File: src/rtl/div_seq.sv
// Purpose: iterative radix-2 restoring divider (DIV/DIVU) for the EX stage, with HI/LO sign fix-up.
// Latency: start accepted in cycle 0, done pulses in cycle WIDTH+3; fixed, including divide-by-zero.
// Backpressure: holds stall_req from the start cycle through SIGN; annul in PREP/RUN/SIGN aborts to IDLE.
module div_seq #(
    parameter int WIDTH = 32
) (
    input  logic             clk,
    input  logic             rst,
    input  logic             start,
    input  logic             signed_div,
    input  logic             annul,
    input  logic [WIDTH-1:0] a,
    input  logic [WIDTH-1:0] b,
    output logic             busy,
    output logic             stall_req,
    output logic             done,
    output logic [WIDTH-1:0] result_lo,
    output logic [WIDTH-1:0] result_hi,
    output logic             div_by_zero
);

    localparam int CW = $clog2(WIDTH);

    typedef enum logic [2:0] {
        S_IDLE,
        S_PREP,
        S_RUN,
        S_SIGN,
        S_DONE
    } state_t;

    state_t state;
    state_t state_nxt;

    // Operands as sampled with start; a_q is also the remainder on divide-by-zero.
    logic [WIDTH-1:0] a_q;
    logic [WIDTH-1:0] b_q;
    logic             sdiv_q;

    // Iteration state: quo starts as |a| and shifts quotient bits in from the right.
    logic [WIDTH-1:0] quo;
    logic [WIDTH-1:0] mag_b;
    logic [WIDTH:0]   rem;
    logic [CW-1:0]    cnt;
    logic             neg_quo;
    logic             neg_rem;
    logic             zero_div;

    // Trial subtraction: one extra top bit acts as the borrow/sign of the result.
    logic [WIDTH+1:0] trial;
    logic [WIDTH+1:0] diff;

    assign trial = {rem, quo[WIDTH-1]};
    assign diff  = trial - {2'b00, mag_b};

    // State register.
    always_ff @(posedge clk or negedge rst) begin
        if (!rst) begin
            state <= S_IDLE;
        end else begin
            state <= state_nxt;
        end
    end

    // Next-state logic; annul wins over everything except the DONE cycle.
    always_comb begin
        state_nxt = state;
        case (state)
            S_IDLE: if (start && !annul) state_nxt = S_PREP;
            S_PREP: state_nxt = annul ? S_IDLE : S_RUN;
            S_RUN: begin
                if (annul) begin
                    state_nxt = S_IDLE;
                end else if (cnt == '0) begin
                    state_nxt = S_SIGN;
                end
            end
            S_SIGN: state_nxt = annul ? S_IDLE : S_DONE;
            S_DONE: state_nxt = S_IDLE;
            default: state_nxt = S_IDLE;
        endcase
    end

    // Status outputs; the start-cycle stall term is combinational so E holds from cycle 0.
    always_comb begin
        busy      = (state != S_IDLE);
        done      = (state == S_DONE);
        stall_req = (state == S_PREP) || (state == S_RUN) || (state == S_SIGN) ||
                    ((state == S_IDLE) && start && !annul);
    end

    // Datapath: operand capture, magnitude prep, restoring iterations and result write.
    always_ff @(posedge clk or negedge rst) begin
        if (!rst) begin
            a_q         <= '0;
            b_q         <= '0;
            sdiv_q      <= 1'b0;
            quo         <= '0;
            mag_b       <= '0;
            rem         <= '0;
            cnt         <= '0;
            neg_quo     <= 1'b0;
            neg_rem     <= 1'b0;
            zero_div    <= 1'b0;
            result_lo   <= '0;
            result_hi   <= '0;
            div_by_zero <= 1'b0;
        end else begin
            case (state)
                S_IDLE: begin
                    if (start && !annul) begin
                        a_q    <= a;
                        b_q    <= b;
                        sdiv_q <= signed_div;
                    end
                end
                S_PREP: begin
                    // abs(most-negative) wraps to itself, which is the right unsigned magnitude.
                    quo      <= (sdiv_q && a_q[WIDTH-1]) ? -a_q : a_q;
                    mag_b    <= (sdiv_q && b_q[WIDTH-1]) ? -b_q : b_q;
                    neg_quo  <= sdiv_q && (a_q[WIDTH-1] ^ b_q[WIDTH-1]);
                    neg_rem  <= sdiv_q && a_q[WIDTH-1];
                    zero_div <= (b_q == '0);
                    rem      <= '0;
                    cnt      <= CW'(WIDTH - 1);
                end
                S_RUN: begin
                    if (!diff[WIDTH+1]) begin
                        rem <= diff[WIDTH:0];
                        quo <= {quo[WIDTH-2:0], 1'b1};
                    end else begin
                        rem <= trial[WIDTH:0];
                        quo <= {quo[WIDTH-2:0], 1'b0};
                    end
                    if (cnt != '0) begin
                        cnt <= cnt - CW'(1);
                    end
                end
                S_SIGN: begin
                    // An annul landing in SIGN must leave the architectural results untouched.
                    if (!annul) begin
                        div_by_zero <= zero_div;
                        if (zero_div) begin
                            result_lo <= '1;
                            result_hi <= a_q;
                        end else begin
                            result_lo <= neg_quo ? -quo : quo;
                            result_hi <= neg_rem ? -rem[WIDTH-1:0] : rem[WIDTH-1:0];
                        end
                    end
                end
                default: begin
                end
            endcase
        end
    end

endmodule

File: config.mk
export PLATFORM = sky130hd
export DESIGN_NAME = div_seq
export DESIGN_NICKNAME = d
export VERILOG_FILES = /design/src/rtl/div_seq.sv
export SDC_FILE = /design/constraint.sdc
export NUM_CORES = 1
export LEC_CHECK = 0
export BUFFER_PORTS_ARGS = -buffer_cell sky130_fd_sc_hd__clkbuf_2
export CORE_MARGIN = 5
export CORE_UTILIZATION = 60
export DETAILED_ROUTE_END_ITERATION = 10
export PLACE_DENSITY_LB_ADDON = 0.3
export SYNTH_ARGS = -nofsm -noshare
export SYNTH_HDL_FRONTEND = slang
export SYNTH_SLANG_ARGS = --single-unit
File: constraint.sdc
create_clock -name clk -period 4.6 [get_ports clk]
set_clock_uncertainty 0.15 [all_clocks]
set_input_delay 0.23 -clock clk [delete_from_list [all_inputs] [get_ports clk]]
set_output_delay 0.23 -clock clk [all_outputs]
set_load 0.01 [all_outputs]
Yosys cells after proc, flatten, opt, wreduce, memory -nomap -nowiden
Index checks and enable logic that the tools add are counted.
- bits in registers: 238
- latch bits: 0
- RAM bits: 0
- memory bits (read-only): 0
- input port bits: 69
- output and inout port bits: 68
- memories: 0
- add/sub/neg operators: 6
- multiply operators: 0
- div/mod/pow operators: 0
- order comparisons: 0
- equal/unequal tests: 7
- shift-type cells: 0
- muxes and demuxes: 18
- bitwise operators: 2
- reductions and logical operators: 20
- operator list (kind ; count):
    32-bit two-way mux ; 6
    32-bit negation ; 4
    33-bit case mux with 2 select lines ; 1
    32-bit case mux with 2 select lines ; 1
    34-bit by 32-bit subtractor with 34-bit output ; 1
    33-bit two-way mux ; 1
    32-bit logical NOT ; 1
    3-bit two-way mux ; 4
    3-bit case mux with 4 select lines ; 1
    5-bit case mux with 2 select lines ; 1
    2-bit AND reduction ; 4
    3-bit by 2-bit == test with 1-bit output (second input constant) ; 2
    1-bit logical AND ; 6
    5-bit logical NOT ; 1
    5-bit two-way mux ; 1
    5-bit nonzero test ; 1
    5-bit by 1-bit subtractor with 5-bit output (second input constant) ; 1
    2-bit by 1-bit inequality test with 1-bit output (second input constant) ; 2
    3-bit by 1-bit == test with 1-bit output (second input constant) ; 1
    3-bit == test (second input constant) ; 1
    3-bit logical NOT ; 1
    1-bit logical OR ; 3
    3-bit inequality test (second input constant) ; 1
    3-bit nonzero test ; 1
    other kinds (6) ; 6

Depth between registers and ports, before layout
- word-level depth: 4
- mapped depth: 14
- gate-level depth less buffers: 13

Least setup slack after synthesis
No wires, ideal clock.
- path type: reg2reg
- start point: register rem[27]
- end point: register rem[32]
- setup time: 0.132 ns
- arrival: 3.015 ns
- data required time: 4.318 ns
- setup slack: 1.303 ns
- cell stages (with the launch flop): 12
- clock period less this slack: 3.297 ns
- cell sequence: dfrtp_1 ha_1 and3_1 nand2_1 nor3_1 a221o_1 mux2_2 or3b_1 clkbuf_1 or3_1 xor2_1 o21ai_1
- cells in the longest elaborated chain, start to end: 3
- ends and longest elaborated chain (what ; RTL line ; RTL):
    start, declared ; 43 ; logic [WIDTH:0] rem;
    start signal, assigned ; 129 ; rem <= diff[WIDTH:0];
    start signal, assigned ; 132 ; rem <= trial[WIDTH:0];
    34-bit by 32-bit subtractor with 34-bit output ; 54 ; assign diff = trial - {2'b00, mag_b};
    33-bit two-way mux ; 128 ; if (!diff[WIDTH+1]) begin
    33-bit case mux with 2 select lines ; 109 ; case (state)
Every way passes these cells.
A chain may end at the register's enable or synchronous reset.

Worst setup path after layout
Ends and elaborated chain as after synthesis.

==> results.sh <==
export IMPL_finalSetupTns_ns=0
export IMPL_hold_viol=0
export IMPL_min_path_type="in2async"
export IMPL_antenna_found_initial=0
export IMPL_yosys_cell_count_top_type="dfrtp_1"
export IMPL_place_congestion=0.9008
export IMPL_yosysSeqAreaShare_pct=43.34
export IMPL_cts_tree="done"
export IMPL_syn_cell_area_sq_um=13740
export IMPL_power_leakage_nw=7.323
export IMPL_dpl_cell_count=1858
export IMPL_status="complete, no violations"
export IMPL_area_delta_synth_final_pct=17.75
export IMPL_fin_nets=1778
export IMPL_wl_per_cell_um=18.57
export IMPL_critical_path_max_stage_delay_ns=0.51
export IMPL_num_vias=11760
export IMPL_grt_max_degree=125
export IMPL_synth_seq_cells=238
export IMPL_drc=0
export IMPL_post_cts_resized=0
export IMPL_synth_enable_flop_cells=0
export IMPL_cp_depth=10
export IMPL_timing_fmax_mhz=271.7
export IMPL_ir_worst_vdd_mv=0.3744
export IMPL_slowest_stage="or3b_1"
export IMPL_timing_critical_path_buf_inv=0
export IMPL_dieHeight_um=161.3
export IMPL_r2r_end="rem[32]$_DFFE_PN0P_"
export IMPL_cts_root_buf="clkbuf_16"
export IMPL_hold_ws_ns=0.2077
export IMPL_synth_top_area_cell="dfrtp_1"
export IMPL_diodes=0
export IMPL_switching_share_pct=44.20
export IMPL_initial_core_util_pct=60.88
export IMPL_drt_wl_total_um=36630
export IMPL_drtAntennaViolNets=0
export IMPL_worst_skew_pair_late_latency_ns=0.54
export IMPL_worst_pin_slew_ns=1.110
export IMPL_worst_setup_path_end_kind="flop"
export IMPL_die_x_um=161.3
export IMPL_power_frac_comb_pct=49.9
export IMPL_clkPwrFrac_pct=17.6
export IMPL_first_pass_iters=6
export IMPL_cp_max_fo=7
export IMPL_relSlewSlack_pct=25.51
export IMPL_cts_inserted_buffers=27
export IMPL_crit_type="reg2reg"
export IMPL_syn_area_per_cell_sq_um=9.125
export IMPL_num_io_pins=137
export IMPL_r2r_cells=10
export IMPL_dieArea_sq_um=26030
export IMPL_yosys_top_cells_count="dfrtp_1, nand2_1, o21ai_0"
export IMPL_cts_path_max_buffers=3
export IMPL_cp_arrival_ns=3.91
export IMPL_rsz0062_at_grt="false"
export IMPL_crit_chain="ha_1 > and3_1 > nand2_1 > nor3_1 > a221o_1 > mux2_2 > or3b_1 > or3_1 > xor2_1 > o21ai_1"
export IMPL_clk_pin_slew_ns=0.06
export IMPL_crit_path_start="rem[27]$_DFFE_PN0P_"
export IMPL_fin_crit_ns=3.681
export IMPL_yosysUniqueCellTypes=66
export IMPL_power_density_nw_per_um2=750.6
export IMPL_grt_overflow=0
export IMPL_port_buffers=136
export IMPL_fp_row_count=55
export IMPL_r2r_start="rem[27]$_DFFE_PN0P_"
export IMPL_cp_required_ns=4.83
export IMPL_viasPerCell=5.961
export IMPL_cts_sinks=238
export IMPL_final_util_pct=71.69
export IMPL_final_cells=1973
export IMPL_gr_usage_all_layers_pct=28.14
export IMPL_total_power_mw=12.15
export IMPL_dp_hpwl_um=24790
export IMPL_grt_pass1_wl_um=60890
export IMPL_synth_area_top_cells="dfrtp_1, xor2_1, mux2_2, o21ai_0, a21oi_1"
export IMPL_synthFlopType="dfrtp_1"
export IMPL_finalSetupViolCount=0
export IMPL_power_internal_mw=6.777
export IMPL_share_seq_of_total_power_pct=32.5
export IMPL_async_flop_share_pct=100.0
export IMPL_htree_levels=1
export IMPL_crit_family="simple AND/OR/NAND/NOR gates"
export IMPL_r2r_slack_ns=0.92
export IMPL_drt_iter0_markers=919
export IMPL_slew_violations=0
export IMPL_yosys_warnings=0
export IMPL_netlist_area_leader_share_pct=43.34
export IMPL_syn_num_nets=1614
export IMPL_p_sw_mw=5.368
export IMPL_post_cts_buffers=0
export IMPL_grt_pass1_vias=11870
export IMPL_synthCells=1506
export IMPL_setup_worst_path_start_class="flop"
export IMPL_coreArea_sq_um=22570
export IMPL_drive_gt1_share_pct=16.35
export IMPL_cts_hold_buf=68
export IMPL_post_route_period_util_pct=80.01
export IMPL_drv_cap=0
==> per-stage QoR <==
step	worst slack, ns	area, sq um
final	0.9193	16180
after global routing	0.6712	16180
after CTS	0.9408	16180
after detailed placement	0.9512	14630
after global placement	1.019	14630
after floorplan	1.303	13740
==> sequential cells by signal (all words and copies together) (netlist names), 3 cells and up <==
name and count:
rem 33, a_q 32, b_q 32, mag_b 32
quo 32, result_hi 32, result_lo 32, cnt 5
state 3
==> worst reg2reg max path, delay by kind of cell (launching register included) <==
family / cells / cell delay, ns
AND/OR/NAND/NOR: 5 / 1.63
flip-flops: 1 / 0.47
adder cells (fa/ha/maj): 1 / 0.44
multiplexers: 1 / 0.36
AO/OA/AOI/OAI: 2 / 0.33
XOR/XNOR: 1 / 0.14
==> cell type report <==
class                           instances  area, sq um
Clock buffer                           37        763.2
Clock inverter                         10        110.1
Fill cell                            1730         6390
Inverter                               59        221.5
Multi-Input combinational cell       1126         7284
Sequential cell                       238         5957
Tap cell                              285        356.6
Timing Repair Buffer                  218         1489
==> per-layer routing <==
layer	routed length [um]	track usage [%]	up-vias
met1	15810	37.65	5677
met5	0	0	-
met4	1276	9.422	0
met2	17720	47.65	336
met3	1827	3.700	91
li1	-	-	5657
==> power by group through the flow <==
| stage | sequential, mW | combinational (mW) | clock, mW |
|---|---|---|---|
| after floorplan | 3.68 | 4.30 | 0 |
| after global placement | 3.89 | 5.88 | 0 |
| after detailed placement | 3.94 | 5.95 | 0 |
| after CTS | 3.91 | 6.03 | 2.16 |
| after global routing | 4.07 | 6.78 | 2.26 |
| final | 3.95 | 6.06 | 2.14 |
==> cells by family (layout without fill, tap and decap cells) <==
family                     count (synthesis)  in the layout  synth area share [%]
and+or+nand+nor                          415            415                 13.97
adders and majority gates                 39             39                 3.606
muxes                                     88             88                 7.020
AOI/OAI and AO/OA                        440            440                 18.97
xor gates and xnor gates                 144            144                 9.178
DFF                                      238            238                 43.34
buffers and inverters                    142            324                 3.924
==> placed cells by master (no fill, tap or decap), types with 58 or more instances in the layout <==
master         count
a21oi_1          133
o21ai_0          150
clkbuf_2         135
nor2_1           107
inv_1             58
mux2_2            67
dfrtp_1          237
xor2_1            87
dlygate4sd3_1     68
nand2_1          161
==> worst max path at each step <==
stage	slack (ns)	endpoint
floorplan	1.30	rem[32]$_DFFE_PN0P_
global placement	1.02	rem[32]$_DFFE_PN0P_
detailed placement	0.95	rem[32]$_DFFE_PN0P_
CTS	0.94	rem[32]$_DFFE_PN0P_
global route	0.67	rem[32]$_DFFE_PN0P_
finish	0.92	rem[32]$_DFFE_PN0P_
Power figures use the tool's default switching activity.
